==> config.mk <==
export PLATFORM = sky130hd
export DESIGN_NAME = cpu_dp_pipe_flat
export DESIGN_NICKNAME = d
export VERILOG_FILES = /design/src/rtl/cpu_dp_pkg.sv /design/src/rtl/cpu_dp_pipe_if.sv /design/src/rtl/cpu_alu.sv /design/src/rtl/cpu_dp_pipe.sv /design/src/flat_wrapper.sv
export SDC_FILE = /design/constraint.sdc
export NUM_CORES = 1
export LEC_CHECK = 0
export CORE_MARGIN = 4
export CORE_UTILIZATION = 30
export CTS_CLUSTER_DIAMETER = 100
export DETAILED_ROUTE_END_ITERATION = 8
export GPL_ROUTABILITY_DRIVEN = 1
export MAX_ROUTING_LAYER = met4
export PLACE_DENSITY_LB_ADDON = 0.25
export SYNTH_ARGS = -nofsm -noshare
export SYNTH_HDL_FRONTEND = slang
export SYNTH_SLANG_ARGS = --single-unit
==> constraint.sdc <==
create_clock -name clk -period 2.9 [get_ports clk]
set_input_delay 0.29 -clock clk [delete_from_list [all_inputs] [get_ports clk]]
set_output_delay 0.29 -clock clk [all_outputs]
set_load 0.01 [all_outputs]
==> src/rtl/cpu_dp_pkg.sv <==
// Shared definitions for the pipelined datapath: function-select codes,
// psw bit positions and register-address width helpers.
package cpu_dp_pkg;

    localparam logic [4:0] FS_PASSA = 5'd0;
    localparam logic [4:0] FS_INC   = 5'd1;
    localparam logic [4:0] FS_ADD   = 5'd2;
    localparam logic [4:0] FS_SUB   = 5'd5;
    localparam logic [4:0] FS_DEC   = 5'd6;
    localparam logic [4:0] FS_AND   = 5'd8;
    localparam logic [4:0] FS_OR    = 5'd9;
    localparam logic [4:0] FS_XOR   = 5'd10;
    localparam logic [4:0] FS_NOTA  = 5'd11;
    localparam logic [4:0] FS_PASSB = 5'd12;
    localparam logic [4:0] FS_SHR   = 5'd13;
    localparam logic [4:0] FS_SHL   = 5'd14;

    // psw is packed as {V,C,N,Z}
    localparam int PSW_Z = 0;
    localparam int PSW_N = 1;
    localparam int PSW_C = 2;
    localparam int PSW_V = 3;

    function automatic int raw_w(input int nreg);
        return $clog2(nreg);
    endfunction

    // Undefined codes produce zero and must leave psw untouched.
    function automatic logic fs_valid(input logic [4:0] fs);
        case (fs)
            FS_PASSA, FS_INC, FS_ADD, FS_SUB, FS_DEC, FS_AND, FS_OR,
            FS_XOR, FS_NOTA, FS_PASSB, FS_SHR, FS_SHL: return 1'b1;
            default:                                   return 1'b0;
        endcase
    endfunction

endpackage

==> src/rtl/cpu_dp_pipe_if.sv <==
// Controller/memory-facing bundle of the pipelined datapath.
// master = controller + data memory side, slave = datapath.
interface cpu_dp_pipe_if
    import cpu_dp_pkg::*;
#(
    parameter int BW   = 8,
    parameter int AW   = 9,
    parameter int NREG = 16,
    parameter int IMMW = 3
) ();
    localparam int RAW = raw_w(NREG);

    logic            issue;
    logic [RAW-1:0]  da, aa, ba;
    logic            mb, md, mw, rw, mm;
    logic [4:0]      fs;
    logic [IMMW-1:0] imm;
    logic [AW-1:0]   pc_out;
    logic [BW-1:0]   din;
    logic            mem_rdy;

    logic [AW-1:0]   addr;
    logic [BW-1:0]   dout;
    logic            mem_req, mem_we, busy, retire;
    logic [3:0]      psw;
    logic [BW-1:0]   r0, r1;

    modport master (
        output issue, da, aa, ba, mb, fs, md, mw, rw, mm, imm, pc_out, din, mem_rdy,
        input  addr, dout, mem_req, mem_we, busy, retire, psw, r0, r1
    );

    modport slave (
        input  issue, da, aa, ba, mb, fs, md, mw, rw, mm, imm, pc_out, din, mem_rdy,
        output addr, dout, mem_req, mem_we, busy, retire, psw, r0, r1
    );

endinterface

==> src/rtl/cpu_alu.sv <==
// Combinational function unit with V/C/N/Z generation.
// Latency: zero cycles. Backpressure: none (pure logic).
// C is carry-out (inverted borrow on SUB/DEC, shifted-out bit on shifts).
module cpu_alu
    import cpu_dp_pkg::*;
#(
    parameter int BW = 8
) (
    input  logic [4:0]    fs,
    input  logic [BW-1:0] a,
    input  logic [BW-1:0] b,
    output logic [BW-1:0] f,
    output logic          v,
    output logic          c,
    output logic          n,
    output logic          z
);
    localparam int MSB = BW - 1;

    logic [BW:0] sum;

    always_comb begin
        sum = '0;
        f   = '0;
        c   = 1'b0;
        v   = 1'b0;
        case (fs)
            FS_PASSA: f = a;
            FS_INC: begin
                sum = {1'b0, a} + (BW+1)'(1);
                f   = sum[MSB:0];
                c   = sum[BW];
                v   = ~a[MSB] & f[MSB];
            end
            FS_ADD: begin
                sum = {1'b0, a} + {1'b0, b};
                f   = sum[MSB:0];
                c   = sum[BW];
                v   = (a[MSB] == b[MSB]) && (f[MSB] != a[MSB]);
            end
            FS_SUB: begin
                sum = {1'b0, a} + {1'b0, ~b} + (BW+1)'(1);
                f   = sum[MSB:0];
                c   = sum[BW];
                v   = (a[MSB] != b[MSB]) && (f[MSB] != a[MSB]);
            end
            FS_DEC: begin
                sum = {1'b0, a} + {1'b0, {BW{1'b1}}};
                f   = sum[MSB:0];
                c   = sum[BW];
                v   = a[MSB] & ~f[MSB];
            end
            FS_AND:   f = a & b;
            FS_OR:    f = a | b;
            FS_XOR:   f = a ^ b;
            FS_NOTA:  f = ~a;
            FS_PASSB: f = b;
            FS_SHR: begin
                f = {1'b0, a[MSB:1]};
                c = a[0];
            end
            FS_SHL: begin
                f = {a[MSB-1:0], 1'b0};
                c = a[MSB];
            end
            default: f = '0;
        endcase
    end

    assign n = f[MSB];
    assign z = (f == '0);

endmodule

==> src/rtl/cpu_dp_pipe.sv <==
// Two-stage datapath: operand fetch into a pipeline register, then ALU/memory + write-back.
// Latency: result in register file one edge after the op leaves fetch; forwarded to the next op.
// Backpressure: busy while a memory access waits for mem_rdy; issue is ignored while busy.
module cpu_dp_pipe
    import cpu_dp_pkg::*;
#(
    parameter int BW   = 8,
    parameter int AW   = 9,
    parameter int NREG = 16,
    parameter int IMMW = 3
) (
    input logic          clk,
    input logic          rst,
    cpu_dp_pipe_if.slave bus
);
    localparam int RAW = raw_w(NREG);

    logic [BW-1:0]  rf [NREG];
    logic           ex_valid, ex_rw, ex_md, ex_mw, ex_mm;
    logic [4:0]     ex_fs;
    logic [RAW-1:0] ex_da;
    logic [AW-1:0]  ex_pc;
    logic [BW-1:0]  op_a, op_b;
    logic [3:0]     psw;

    logic [BW-1:0]  fout, wb_val, rd_a, rd_b;
    logic           fv, fc, fn, fz;
    logic           is_mem, mem_req, busy, retire, wb_en;

    cpu_alu #(.BW(BW)) u_alu (
        .fs (ex_fs),
        .a  (op_a),
        .b  (op_b),
        .f  (fout),
        .v  (fv),
        .c  (fc),
        .n  (fn),
        .z  (fz)
    );

    assign is_mem  = ex_md | ex_mw;
    assign mem_req = ex_valid & is_mem;
    assign busy    = mem_req & ~bus.mem_rdy;
    assign retire  = ex_valid & ~busy;
    assign wb_val  = ex_md ? bus.din : fout;
    assign wb_en   = retire & ex_rw;

    // The retiring op's write is not in rf yet, so fetch bypasses it.
    assign rd_a = (wb_en && ex_da == bus.aa) ? wb_val : rf[bus.aa];
    assign rd_b = (wb_en && ex_da == bus.ba) ? wb_val : rf[bus.ba];

    always_ff @(posedge clk or negedge rst) begin
        if (!rst) begin
            for (int i = 0; i < NREG; i++) rf[i] <= '0;
            psw      <= '0;
            ex_valid <= 1'b0;
            ex_rw    <= 1'b0;
            ex_md    <= 1'b0;
            ex_mw    <= 1'b0;
            ex_mm    <= 1'b0;
            ex_fs    <= '0;
            ex_da    <= '0;
            ex_pc    <= '0;
            op_a     <= '0;
            op_b     <= '0;
        end else begin
            if (wb_en) rf[ex_da] <= wb_val;
            if (retire && !is_mem && fs_valid(ex_fs)) begin
                psw[PSW_V] <= fv;
                psw[PSW_C] <= fc;
                psw[PSW_N] <= fn;
                psw[PSW_Z] <= fz;
            end
            if (!busy) begin
                ex_valid <= bus.issue;
                if (bus.issue) begin
                    op_a  <= rd_a;
                    op_b  <= bus.mb ? BW'(bus.imm) : rd_b;
                    ex_fs <= bus.fs;
                    ex_da <= bus.da;
                    ex_rw <= bus.rw;
                    ex_md <= bus.md;
                    ex_mw <= bus.mw;
                    ex_mm <= bus.mm;
                    ex_pc <= bus.pc_out;
                end
            end
        end
    end

    assign bus.addr    = ex_mm ? ex_pc : AW'(op_a);
    assign bus.dout    = op_b;
    assign bus.mem_req = mem_req;
    assign bus.mem_we  = ex_valid & ex_mw;
    assign bus.busy    = busy;
    assign bus.retire  = retire;
    assign bus.psw     = psw;
    assign bus.r0      = rf[0];
    assign bus.r1      = rf[1];

endmodule
==> src/flat_wrapper.sv <==
// flat-port wrapper written by rule: the top's interface ports become plain ports
module cpu_dp_pipe_flat import cpu_dp_pkg::*;
#(
    parameter int BW   = 8,
    parameter int AW   = 9,
    parameter int NREG = 16,
    parameter int IMMW = 3
)
  (clk, rst, bus_issue, bus_da, bus_aa, bus_ba, bus_mb, bus_fs, bus_md, bus_mw, bus_rw, bus_mm, bus_imm, bus_pc_out, bus_din, bus_mem_rdy, bus_addr, bus_dout, bus_mem_req, bus_mem_we, bus_busy, bus_retire, bus_psw, bus_r0, bus_r1);
  cpu_dp_pipe_if #(.BW(BW), .AW(AW), .NREG(NREG), .IMMW(IMMW)) bus_i ();
  input logic clk;
  input logic rst;
  input wire logic [$bits(bus_i.issue)-1:0] bus_issue;
  input wire logic [$bits(bus_i.da)-1:0] bus_da;
  input wire logic [$bits(bus_i.aa)-1:0] bus_aa;
  input wire logic [$bits(bus_i.ba)-1:0] bus_ba;
  input wire logic [$bits(bus_i.mb)-1:0] bus_mb;
  input wire logic [$bits(bus_i.fs)-1:0] bus_fs;
  input wire logic [$bits(bus_i.md)-1:0] bus_md;
  input wire logic [$bits(bus_i.mw)-1:0] bus_mw;
  input wire logic [$bits(bus_i.rw)-1:0] bus_rw;
  input wire logic [$bits(bus_i.mm)-1:0] bus_mm;
  input wire logic [$bits(bus_i.imm)-1:0] bus_imm;
  input wire logic [$bits(bus_i.pc_out)-1:0] bus_pc_out;
  input wire logic [$bits(bus_i.din)-1:0] bus_din;
  input wire logic [$bits(bus_i.mem_rdy)-1:0] bus_mem_rdy;
  output wire logic [$bits(bus_i.addr)-1:0] bus_addr;
  output wire logic [$bits(bus_i.dout)-1:0] bus_dout;
  output wire logic [$bits(bus_i.mem_req)-1:0] bus_mem_req;
  output wire logic [$bits(bus_i.mem_we)-1:0] bus_mem_we;
  output wire logic [$bits(bus_i.busy)-1:0] bus_busy;
  output wire logic [$bits(bus_i.retire)-1:0] bus_retire;
  output wire logic [$bits(bus_i.psw)-1:0] bus_psw;
  output wire logic [$bits(bus_i.r0)-1:0] bus_r0;
  output wire logic [$bits(bus_i.r1)-1:0] bus_r1;
  assign bus_i.issue = bus_issue;
  assign bus_i.da = bus_da;
  assign bus_i.aa = bus_aa;
  assign bus_i.ba = bus_ba;
  assign bus_i.mb = bus_mb;
  assign bus_i.fs = bus_fs;
  assign bus_i.md = bus_md;
  assign bus_i.mw = bus_mw;
  assign bus_i.rw = bus_rw;
  assign bus_i.mm = bus_mm;
  assign bus_i.imm = bus_imm;
  assign bus_i.pc_out = bus_pc_out;
  assign bus_i.din = bus_din;
  assign bus_i.mem_rdy = bus_mem_rdy;
  assign bus_addr = bus_i.addr;
  assign bus_dout = bus_i.dout;
  assign bus_mem_req = bus_i.mem_req;
  assign bus_mem_we = bus_i.mem_we;
  assign bus_busy = bus_i.busy;
  assign bus_retire = bus_i.retire;
  assign bus_psw = bus_i.psw;
  assign bus_r0 = bus_i.r0;
  assign bus_r1 = bus_i.r1;
  cpu_dp_pipe #(.BW(BW), .AW(AW), .NREG(NREG), .IMMW(IMMW)) u_core (.clk(clk), .rst(rst), .bus(bus_i));
endmodule
; ---- After elaboration in Yosys (flattened, before gate mapping)
; Memory sizes are Yosys's and may differ from the RTL's.
; Index checks and enable logic that the tools add are counted.
[op_classes]
addsub = 5
order_cmp = 4
eq_ne = 17
n_mux = 18
n_bitwise = 20
n_reduce_logical = 11
[ops]
columns = op, count
row1 = 128-bit bitwise mux, 1
row2 = 8-bit one-hot mux with 12 select lines, 1
row3 = 8-bit 2-to-1 mux, 9
row4 = 8-bit binary-select mux with 4-bit select, 2
row5 = 5-bit by 4-bit == test with 1-bit output (second input constant), 7
row6 = 8-bit demux with 4-bit select, 1
row7 = 8-bit by 8-bit adder with 9-bit output, 2
row8 = 8-bit inverter, 2
row9 = 5-bit >= comparator (second input constant), 3
row10 = 4-bit inverter with 5-bit output, 3
row11 = 5-bit by 3-bit == test with 1-bit output (second input constant), 2
row12 = 8-bit by 1-bit adder with 9-bit output (second input constant), 1
row13 = 8-bit by 8-bit adder with 9-bit output (second input constant), 1
row14 = 9-bit by 1-bit adder with 9-bit output (second input constant), 1
row15 = 9-bit 2-to-1 mux, 1
row16 = 8-bit bitwise AND, 1
row17 = 4-bit == test, 2
row18 = 8-bit logical NOT, 1
row19 = 8-bit bitwise OR, 1
row20 = 8-bit bitwise XOR, 1
row21 = 1-bit bitwise AND, 7
row22 = 1-bit logical AND, 7
row23 = 1-bit one-hot mux with 6 select lines, 1
row24 = 5-bit by 1-bit == test with 1-bit output (second input constant), 1
row25 = 11 further kinds, 16
[totals]
reg_bits = 171
mem_bits_ro = 16
inputBits = 46
output_inout_bits = 41
word_cells = 103
n_memories = 1
[memory_table]
columns = memory, depth, width, rd, rd_clocked_by_memory_dff, wr, line_no
row1 = (name not given), 16, 1, 1, 0, 0, cpu_dp_pkg.sv:30  ; case (fs)

; ---- Depth between registers and ports, before layout
; Gate-level depths: netlist (run 1).
[logic_depth]
depth_word = 9
ltp_mapped = 12
mapped_depth_nobuf = 10

; ---- Hierarchy
; A second synthesis (run 1) with hierarchy kept.
[unflattened]
hier_cells = 1034
hier_area_um2 = 10744.1
[by_module_without_submodules]
columns = module, n_inst, cells_each, area_per_inst_um2, seq_area_each_um2
row1 = cpu_dp_pipe, 1, 774, 8949.8, 4279.1
row2 = cpu_alu, 1, 260, 1794.2, 0.0

; ---- Worst setup path after synthesis (run 1)
; Ideal clock, no wire load.
[synth_path]
kind = register to register
startpoint = register u_core.op_a[3]
endpoint = register u_core.rf (netlist bit u_core.bus.r0[4])
setup_time_ps = 125
arrival_time_ps = 3071
required_time_ps = 2775
setup_slack_ps = -296
path_stages_with_launch = 12
n_path_buf = 3
period_less_slack_ps = 3196
path_cell_list = dfrtp_1 -> clkbuf_1 -> inv_1 -> ha_1 -> clkbuf_1 -> nor3_1 -> o311a_1 -> a2111oi_0 -> nand4_1 -> mux2_2 -> clkbuf_1 -> mux2_2
[synth_via]
elab_chain_len = 5
elab_cells_between_ends = 8
classes_between = 5 x add/sub / 3 x mux
[synth_rtl]
columns = item, line_no
row1 = from (decl), cpu_dp_pipe.sv:23  ; logic [BW-1:0] op_a, op_b;
row2 = from (signal assigned), cpu_dp_pipe.sv:77  ; op_a <= rd_a;
row3 = 8-bit by 8-bit adder with 9-bit output, cpu_alu.sv:42  ; sum = {1'b0, a} + {1'b0, ~b} + (BW+1)'(1);
row4 = 9-bit by 1-bit adder with 9-bit output, cpu_alu.sv:42
row5 = 8-bit one-hot mux with 12 select lines *, cpu_alu.sv:27  ; case (fs)
row6 = 8-bit 2-to-1 mux *, cpu_dp_pipe.sv:45  ; assign wb_val = ex_md ? bus.din : fout;
row7 = 128-bit bitwise mux *, cpu_dp_pipe.sv:67  ; if (wb_en) rf[ex_da] <= wb_val;
row8 = "to (signal, indexed assignment)", cpu_dp_pipe.sv:67
row9 = to (decl), cpu_dp_pipe.sv:18  ; logic [BW-1:0] rf [NREG];
; Mark *: on every way between the ends. The rest lies on a longest branch, timed or not.
; A chain may end at the register's enable or synchronous reset.

; ---- Worst setup path after layout (run 1)
[layout_path]
startpoint = register u_core.ex_fs[0]
endpoint = register u_core.psw[0] (netlist: u_core.bus.psw[0])
[layout_via]
elab_chain_len = 3
elab_cells_between_ends = 17
classes_between = 11 x eq/ne / 2 x mux / 3 x reduce/logical / 1 x memory
[layout_rtl]
columns = item, line_no
row1 = from (decl), cpu_dp_pipe.sv:20  ; logic [4:0] ex_fs;
row2 = from (signal assigned), cpu_dp_pipe.sv:79  ; ex_fs <= bus.fs;
row3 = "5-bit by 4-bit == test with 1-bit output, or another cell as far along", cpu_alu.sv:27
row4 = 8-bit one-hot mux with 12 select lines / 1-bit 2-to-1 mux (equally long branches), "cpu_alu.sv:27, cpu_dp_pkg.sv:30"
row5 = 8-bit logical NOT / 1-bit logical AND (equally long branches), "cpu_alu.sv:71, cpu_dp_pipe.sv:68"
row6 = "to (signal, indexed assignment)", cpu_dp_pipe.sv:69  ; psw[PSW_V] <= fv;
row7 = "to (signal, indexed assignment)", cpu_dp_pipe.sv:71  ; psw[PSW_N] <= fn;
row8 = "to (signal, indexed assignment)", cpu_dp_pipe.sv:72  ; psw[PSW_Z] <= fz;
row9 = to (decl), cpu_dp_pipe.sv:24  ; logic [3:0] psw;
; Parallel ways exist; a longest one is shown, timed or not.

==> flow_summary.yaml, run 1 <==
run_status:
  outcome: "complete, but fails checks"
  violations: "negative setup slack"
route:
  initialDrtViolationCount: 658
  drtPass1Iterations: 5
  vias_per_cell: 5.46
  routedWlPerCell_um: 23.2
  wl_mm: 36.2
  ant_nets: 0
  route.detailed.drc: 0
  vias: 8498
sta:
  slew_violations: 0
  grt_setup_unrepaired: "true"
  worstMarginPinSlew_ns: 1.21
  slew_headroom_pct: 19.3
  fin_ws_ns: -0.00577
  finalSetupViolations: 1
  clock-skew-final_ns: 0.0123
  final.min_clock_period_ns: 2.91
  max_freq_ghz: 0.344
  fin_crit_sh_pct: 100
  hold_viol: 0
worst_setup_path:
  path_class: "reg -> reg"
  crit_end: "u_core.bus.psw[0]"
  r2r-end: "u_core.bus.psw[0]"
  rr_startpoint: "u_core.ex_fs[0]"
  r2r_slack_ns: -0.006
  cp_data_required_time_ns: 3.24
  cp-end-kind: "flop"
  start_kind: "flop"
  timing.critical_path.from: "u_core.ex_fs[0]"
  rr_worst_depth: 9
  arrival_ns: 3.25
  crit_fanout: 4
synth:
  ys_seq_area_share_pct: 38.1
  yosysTopAreaCell: "dfrtp_1"
  yosys_register_bits: 171
  synthArstFlopShare_pct: 100
  synth_fp_nets: 992
  synthMostInstantiatedCell: "dfrtp_1"
  ys.flop_type: "dfrtp_1"
  synth_common_cells: "171 x dfrtp_1, 160 x mux2_2, 81 x mux4_2, 51 x clkbuf_1, 41 x nand2_1"
  yosys_warnings: 0
  postSynthCellCount: 910
  synth_top_area_share_pct: 38.1
  synth_cell_types: 81
  avgSynthCellArea_um2: 12.3
  syn-cell-area_mm2: 0.0112
  ys_top_cells_by_area: "dfrtp_1 38%, mux4_2 16%, mux2_2 16%, ha_1 3.8%, clkbuf_1 1.7%"
  synth_enable_flop_cells: 0
global_route:
  grt_pass1_vias: 8675
  grt_use_total_pct: 17.9
  grt_antenna_before_repair: 0
  grt_pass1_wl_mm: 54.1
  grt_max_degree: 77
  globalRoute.totalOverflow: 0
power:
  pwr_density_cell_mw_per_mm2: 881
  swShare_pct: 36.7
  vdd_ir_drop_max_mv: 0.429
  internal_power_mw: 8.00
  p_leak_nw: 6.06
  p_sw_mw: 4.64
  clkPwrFrac_pct: 18.2
  comb_power_share_pct: 49.7
  p_seq_share_pct: 32.2
floorplan:
  fp.dieH_um: 201
  die_area_mm2: 0.0406
  start_util_pct: 30.5
  rows: 70
  core_area_mm2: 0.0368
  ios: 87
  die_w_um: 201
placement:
  place.gp.congestion: 0.949
  hpwl_mm: 26.6
  place_ws_ns: -0.213
  port-buffer-count: 86
  placedInstanceArea_mm2: 0.0134
cells_and_area:
  area_growth_pct: 27.8
  fin_util_pct: 39.0
  finish.instance_area_mm2: 0.0144
  nets: 1159
  diodes: 0
  drive_gt1_share_pct: 44.9
clocking:
  cts_buffer_depth: 2
  cts_root_buffer: "clkbuf_16"
  cts.sinks: 171
  htree_levels: 4
  cts_tree: "done"
  cts_buffers: 17
  insertion_delay_ns: 0.44
  path_clk_slew_ns: 0.07
job:
  maxCapViolCount: 0
worst_hold_path:
  hold_path.class: "in -> async"
## flip-flops by register name (all words and copies together) (netlist names), 4 cells and up
name and flops:
u_core.rf 112, u_core.ex_pc 9, u_core.bus.dout 8, u_core.bus.r0 8
u_core.bus.r1 8, u_core.op_a 8, u_core.ex_fs 5, u_core.bus.psw 4
u_core.ex_da 4
## stage by stage
| step | TNS [ns] | instances | hold WS [ns] | power [mW] |
|---|---|---|---|---|
| after global placement | -3.25 | 1516 | 0.271 | 9.89 |
| after detailed placement | -3.83 | 1516 | 0.273 | 9.95 |
| final | -0.00577 | 1556 | 0.359 | 12.6 |
| after floorplan | 0 | 910 | -0.00559 | 7.62 |
| after global routing | -1.10 | 1556 | 0.414 | 13.4 |
| after CTS | 0 | 1548 | 0.361 | 12.4 |
## worst min path at each step
stage / start / endpoint / slack (ns) / cells after the start
after floorplan: rst / u_core.bus.dout[0] / -0.006 / 0
after detailed placement: rst / u_core.rf[2] / 0.27 / 1
after CTS: rst / u_core.rf[2] / 0.36 / 2
after global routing: rst / u_core.rf[18] / 0.41 / 2
after global placement: rst / u_core.rf[10] / 0.27 / 1
final: rst / u_core.rf[2] / 0.36 / 2
## routing by layer
layer,up-vias,track usage (%),share of wire (%)
li1,3810,-,-
met1,4399,23.5,44
met2,246,29.6,50
met3,43,2.74,4.7
met4,0,3.98,1.9
met5,-,-,0
## layout by cell type (no fill, tap or decap), drive strengths merged, types with 6 or more instances in the layout
master / synthesis / routed
o21ai: 31 / 31
ha: 34 / 34
a22oi: 7 / 7
buf: 39 / 154
o32ai: 6 / 6
a21oi: 19 / 19
clkbuf: 51 / 21
xor2: 7 / 7
dfrtp: 171 / 171
nand2: 41 / 41
inv: 33 / 38
mux4: 81 / 81
mux2: 160 / 160
clkdlybuf4s50: 0 / 81
nand3: 12 / 12
nand2b: 8 / 8
a21o: 6 / 6
nor2: 33 / 33
mux2i: 17 / 17
o31ai: 6 / 6
a22o: 6 / 6
a31oi: 7 / 7
nand4: 8 / 8
nor3: 17 / 17
## power groups by stage
stage	Sequential, mW	Combinational [mW]	Clock, mW
after floorplan	3.90	3.72	0
after global placement	4.04	5.85	0
after detailed placement	4.09	5.86	0
after CTS	4.06	5.95	2.37
after global routing	4.23	6.72	2.47
final	4.07	6.28	2.30
## cell families (layout without fill, tap and decap cells)
| group | Yosys count | count (layout) | share of synthesized area (%) |
|---|---|---|---|
| buf+inv | 124 | 300 | 5.18 |
| fa+ha+maj | 36 | 36 | 4.15 |
| xor+xnor | 12 | 12 | 0.936 |
| simple gates | 174 | 174 | 8.97 |
| compound gates | 135 | 137 | 8.85 |
| flops | 171 | 171 | 38.1 |
| mux | 258 | 258 | 33.8 |
## what timing repair did
| action | 4_1_cts | 5_1_grt |
|---|---|---|
| pin swaps | 1 | 9 |
| buffers inserted | 1 | 6 |
| hold buffers | 1 | 0 |
| cloned | 0 | 2 |
| hold endpoints to repair | 47 | 0 |
| setup endpoints to repair | 36 | 98 |
| gates resized for setup | 10 | 44 |
## cell type report
| cell class | count | area (µm²) |
|---|---|---|
| Clock buffer | 21 | 480 |
| Clock inverter | 9 | 101 |
| Fill cell | 3566 | 22400 |
| Inverter | 34 | 128 |
| Multi-Input combinational cell | 617 | 6650 |
| Sequential cell | 171 | 4280 |
| Tap cell | 468 | 586 |
| Timing Repair Buffer | 236 | 2130 |
## worst max-delay path, stage by stage (launching register included)
cell and delay (ns):
dfrtp_2 0.45, ha_1 0.23, nand4bb_1 0.26, mux2i_1 0.14, a221o_1 0.31, or4_4 0.60, nor3_2 0.20, buf_4 0.14
nand4_1 0.17, o32ai_2 0.31
(Power assumes the default switching activity.)
==> run 2, diff against run 1 <==
--- a/config.mk
+++ b/config.mk
@@ -5,9 +5,9 @@
 export SDC_FILE = /design/constraint.sdc
 export NUM_CORES = 1
 export LEC_CHECK = 0
-export CORE_MARGIN = 4
-export CORE_UTILIZATION = 30
-export CTS_CLUSTER_DIAMETER = 100
+export CORE_MARGIN = 2
+export CORE_UTILIZATION = 50
+export CTS_CLUSTER_DIAMETER = 200
 export DETAILED_ROUTE_END_ITERATION = 8
 export GPL_ROUTABILITY_DRIVEN = 1
 export MAX_ROUTING_LAYER = met4
==> run 2 against run 1 <==
Compared with the run above:
- the flow now finishes without violations
- clock skew is 0.0027 ns higher
- register-to-register slack is essentially flat
- design area decreased by 3.0%
- die area is 42% lower
- power is 0.36% lower
- clock power is 7% higher
- sequential power grew 1%
==> flow_summary.yaml, run 2 (same netlist as run 1, synthesis figures left out) <==
clocking:
  insertion_delay_ns: 0.43
  path_clk_slew_ns: 0.07
  htree_levels: 4
  cts_root_buffer: "clkbuf_16"
  cts.sinks: 171
  cts_tree: "done"
  cts_buffers: 17
  cts_buffer_depth: 2
cells_and_area:
  top_register: "u_core.rf"
  mostFrequentLayoutCells: "166 x dfrtp_1, 159 x mux2_2, 105 x buf_4, 83 x clkdlybuf4s50_1, 81 x mux4_2"
  area_growth_pct: 24.0
  nFillCells: 1668
  largest_reg_flops: 112
  drive_gt1_share_pct: 43.1
  finalNonFillerCells: 1338
  final_common_cell: "dfrtp_1"
  diodes: 0
  nets: 1129
  reg_top3: "u_core.rf (112), u_core.ex_pc (9)"
worst_setup_path:
  worst_path_largest_cell_delay_ns: 0.54
  cp_data_required_time_ns: 3.23
  start_kind: "flop"
  path_class: "reg -> reg"
  r2r_slack_ns: 0.003
  path_cells: "ha_1 > fa_1 > a22oi_1 > o211ai_1 > or4b_1 > nor3_4 > nand4_1 > o32ai_2"
  slowest_stage: "or4b_1"
  arrival_ns: 3.23
  cp-end-kind: "flop"
  crit_fanout: 5
route:
  drtPass1Iterations: 6
  routedWlPerCell_um: 25.6
  initialDrtViolationCount: 761
  wl_mm: 34.2
  ant_nets: 0
  vias: 8688
  route.detailed.drc: 0
  vias_per_cell: 6.49
floorplan:
  die_w_um: 154
  fp.dieH_um: 154
  core_area_mm2: 0.0220
  die_area_mm2: 0.0237
  rows: 54
  start_util_pct: 51.1
  ios: 87
global_route:
  grt_pass1_vias: 8873
  grt_use_total_pct: 29.5
  grt_pass1_wl_mm: 51.6
  globalRoute.totalOverflow: 0
  grt_max_degree: 68
  grt_antenna_before_repair: 0
sta:
  finalSetupTns_ns: 0
  final.min_clock_period_ns: 2.90
  max_freq_ghz: 0.345
  worstMarginPinSlew_ns: 1.24
  slew_violations: 0
  fin_crit_sh_pct: 99.9
  finalSetupViolations: 0
  hold_viol: 0
  slew_headroom_pct: 17.1
  clock-skew-final_ns: 0.0150
placement:
  hpwl_mm: 23.7
  place.gp.congestion: 1.00
  place_inst: 1294
  port-buffer-count: 86
power:
  vdd_ir_drop_max_mv: 0.474
  pwr_density_cell_mw_per_mm2: 905
  p_leak_nw: 5.92
  finalPower_mw: 12.6
run_status:
  outcome: "completed"
worst_hold_path:
  hold_path.class: "in -> async"
job:
  maxCapViolCount: 0
[run 2: cell count changes in the layout (fill, tap and decap cells not counted), moves of 3 or more]
cell and change:
buf_12 -4, bufinv_16 +3, buf_4 -30, clkbuf_8 -3, ha_4 -3
[run 2: worst paths after layout]
check / startpoint / endpoint / cells past startpoint
worst max-delay path: u_core.bus.dout[0] / u_core.bus.psw[0] / 8
worst min-delay path: rst / u_core.ex_mm / 2
worst max register to register: u_core.bus.dout[0] / u_core.bus.psw[0] / 8
worst min register to register: u_core.ex_pc[8] / u_core.ex_pc[8] / 1
max in group asynchronous: rst / u_core.rf[60] / 3
min in group clk: bus_fs[4] / u_core.ex_fs[4] / 2
[run 2: through the flow]
step / util, % / setup WS, ns / area [µm²] / hold WS [ns]
2_1_floorplan: - / 0.0169 / 11300 / -0.00559
3_3_place_gp: 58.8 / -0.108 / 12900 / 0.346
3_5_place_dp: 58.8 / -0.129 / 12900 / 0.349
4_1_cts: 61.8 / 0.00357 / 13600 / 0.457
5_1_grt: 63.4 / -0.0204 / 13900 / 0.464
6_report: 63.4 / 0.00255 / 13900 / 0.428
[run 2: metal layers]
| layer | up-vias | global-route usage, % | routed length, µm |
|---|---|---|---|
| met5 | - | - | 0 |
| met4 | 0 | 13.0 | 1220 |
| met3 | 91 | 4.28 | 2470 |
| met2 | 403 | 48.0 | 16700 |
| met1 | 4442 | 37.1 | 13800 |
| li1 | 3752 | - | - |
[run 2: final cells by class]
class	instances	area (µm²)	area share [%]
flip-flops and latches	171	4290	30.8
clock buffers	18	439	3.15
multi-input cells	619	6660	47.8
repair buffers	204	1870	13.4
clock inverters	12	186	1.34
inverters	34	130	0.935
well taps	280	350	2.52
[run 2: critical path: cells and delay by family, from the launching register on]
family | cells | cell delay (ns)
AO/OA/AOI/OAI | 3 | 0.62
AND/OR/NAND/NOR | 3 | 0.96
adder cells (fa/ha/maj) | 2 | 0.78
flip-flops | 1 | 0.45
[run 2: what timing repair did]
action / CTS / global route
hold buffers: 1 / 0
pin swaps: 2 / 11
endpoints found under the hold margin: 64 / 0
setup buffers: 0 / 7
endpoints found under the setup margin: 84 / 112
gates cloned: 0 / 6
resized for setup: 8 / 48
[run 2: report_power, final]
part	internal (mW)	switching [mW]	total, mW
clock	1.47	0.982	2.45
sequential	3.33	0.788	4.11
combinational	3.21	2.82	6.03
==> run 3, diff against run 2 <==
--- a/config.mk
+++ b/config.mk
@@ -8,10 +8,12 @@
 export CORE_MARGIN = 2
 export CORE_UTILIZATION = 50
 export CTS_CLUSTER_DIAMETER = 200
+export CTS_CLUSTER_SIZE = 24
 export DETAILED_ROUTE_END_ITERATION = 8
 export GPL_ROUTABILITY_DRIVEN = 1
 export MAX_ROUTING_LAYER = met4
 export PLACE_DENSITY_LB_ADDON = 0.25
+export SETUP_SLACK_MARGIN = 0.15
 export SYNTH_ARGS = -nofsm -noshare
 export SYNTH_HDL_FRONTEND = slang
 export SYNTH_SLANG_ARGS = --single-unit
==> run 3 against run 2 <==
Compared with the run above:
- flip-flop and latch count is the same
- first-iteration DRC count shrank 5.5%
- register-to-register slack gained 0.14 ns
- clock power shrank 7%
==> flow_summary.yaml, run 3 (same netlist as run 1, synthesis figures left out) <==
run_status:
  outcome: "completed"
worst_setup_path:
  worst_path_largest_cell_delay_ns: 0.44
  arrival_ns: 3.07
  path_cells: "buf_6 > ha_1 > nor2b_1 > o311a_1 > a2111oi_4 > nand4_1 > buf_6 > mux2_4 > mux2_4"
  slowest_stage: "dfrtp_2"
  path_class: "reg -> reg"
  crit_fanout: 6
  cp_data_required_time_ns: 3.21
  start_kind: "flop"
  cp-end-kind: "flop"
placement:
  port-buffer-count: 86
  place.gp.congestion: 0.986
  hpwl_mm: 23.6
  place_ws_ns: 0.0163
global_route:
  globalRoute.totalOverflow: 0
  grt_antenna_before_repair: 0
  grt_use_total_pct: 30.0
  grt_pass1_wl_mm: 52.0
  grt_max_degree: 71
  grt_pass1_vias: 8802
sta:
  max_freq_ghz: 0.362
  slew_violations: 0
  clock-skew-final_ns: 0.0111
  slew_headroom_pct: 23.0
  hold_viol: 0
  finalSetupViolations: 0
  final.min_clock_period_ns: 2.76
  fin_ws_ns: 0.138
  worstMarginPinSlew_ns: 1.15
  fin_crit_sh_pct: 95.2
  grt_setup_unrepaired: "true"
  finalSetupTns_ns: 0
  hold-worst-slack_ns: 0.427
clocking:
  cts_buffers: 17
  path_clk_slew_ns: 0.07
  htree_levels: 4
  cts_root_buffer: "clkbuf_16"
  cts_tree: "done"
  cts_buffer_depth: 2
  cts.sinks: 171
  insertion_delay_ns: 0.43
cells_and_area:
  diodes: 0
  largest_reg_flops: 112
  nFillCells: 1643
  reg_top3: "u_core.rf (112), u_core.ex_pc (9)"
  top_register: "u_core.rf"
  final_common_cell: "dfrtp_1"
  drive_gt1_share_pct: 45.9
  fin_util_pct: 65.0
  area_growth_pct: 27.1
  nets: 1157
  mostFrequentLayoutCells: "167 x dfrtp_1, 140 x mux2_2, 129 x buf_4, 83 x clkdlybuf4s50_1, 81 x mux4_2"
route:
  initialDrtViolationCount: 719
  drtPass1Iterations: 5
  vias_per_cell: 6.37
  vias: 8720
  ant_nets: 0
  route.detailed.drc: 0
  routedWlPerCell_um: 24.7
  wl_mm: 33.8
floorplan:
  core_area_mm2: 0.0220
  die_area_mm2: 0.0237
  fp.dieH_um: 154
  start_util_pct: 51.1
  rows: 54
  die_w_um: 154
  ios: 87
power:
  clkPwrFrac_pct: 18.0
  p_sw_mw: 4.63
  swShare_pct: 36.4
  p_leak_nw: 6.12
  comb_power_share_pct: 49.6
  p_seq_share_pct: 32.5
  pwr_density_cell_mw_per_mm2: 892
  internal_power_mw: 8.10
  vdd_ir_drop_max_mv: 0.428
  finalPower_mw: 12.7
worst_hold_path:
  hold_path.class: "in -> async"
job:
  maxCapViolCount: 0
## run 3: cell types whose count changed in the layout (fill, tap and decap cells not counted), sizes merged
cell and change:
inv -1, o31a -2, o22a -1, clkinvlp -2, clkinv +4, buf +30
clkbuf +3, bufinv -3, mux2 +2
## run 3: critical path: cells and delay by family, from the launching register on
kind | cells | cell delay, ns
and+or+nand+nor | 2 | 0.35
muxes | 2 | 0.59
buffers and inverters | 2 | 0.32
DFF | 1 | 0.44
AOI/OAI and AO/OA | 2 | 0.74
adders and majority gates | 1 | 0.19
## run 3: per-layer routing
metal / vias up / global-route usage (%) / wire length (µm)
met1: 4484 / 39.5 / 14000
met3: 95 / 4.14 / 1880
met5: - / - / 0
li1: 3789 / - / -
met2: 352 / 47.3 / 16500
met4: 0 / 12.5 / 1440
## run 3: metrics by stage
step / instances / instance area [µm²]
finish: 1368 / 14300
global route: 1368 / 14300
CTS: 1360 / 14000
detailed placement: 1317 / 13100
global placement: 1317 / 13100
floorplan: 910 / 11300
## run 3: area by class of cell
class / count / area (µm²) / share of cell area, %
flip-flops and latches: 171 / 4280 / 30.0
clock buffers: 22 / 484 / 3.39
repair buffers: 233 / 2120 / 14.8
inverters: 34 / 128 / 0.894
clock inverters: 10 / 104 / 0.728
multi-input cells: 618 / 6810 / 47.7
well taps: 280 / 350 / 2.45
## run 3: worst paths after layout
kind / from / slack (ns) / endpoint / cells after the start
max in group asynchronous: rst / 1.71 / u_core.rf[41] / 3
min in group clk: bus_mm / 0.47 / u_core.ex_mm / 2
max reg2reg: u_core.op_a[2] / 0.14 / u_core.rf[84] / 9
min reg2reg: u_core.ex_pc[8] / 0.50 / u_core.ex_pc[8] / 1
max: u_core.op_a[2] / 0.14 / u_core.rf[84] / 9
min: rst / 0.43 / u_core.ex_mm / 2
## run 3: repair_timing
item	4_1_cts	5_1_grt
hold buffers	1	0
buffers inserted	7	8
gates resized for setup	48	44
cloned	3	0
setup endpoints to repair	120	126
hold endpoints to repair	67	0
pin swaps	10	19
## run 3: power by group through the flow
stage          combinational (mW)  sequential [mW]  clock, mW
3_5_place_dp                 5.55             4.11          0
4_1_cts                      5.96             4.09       2.32
5_1_grt                      6.74             4.25       2.42
3_3_place_gp                 5.49             4.04          0
6_report                     6.31             4.13       2.29
2_1_floorplan                3.77             3.90          0
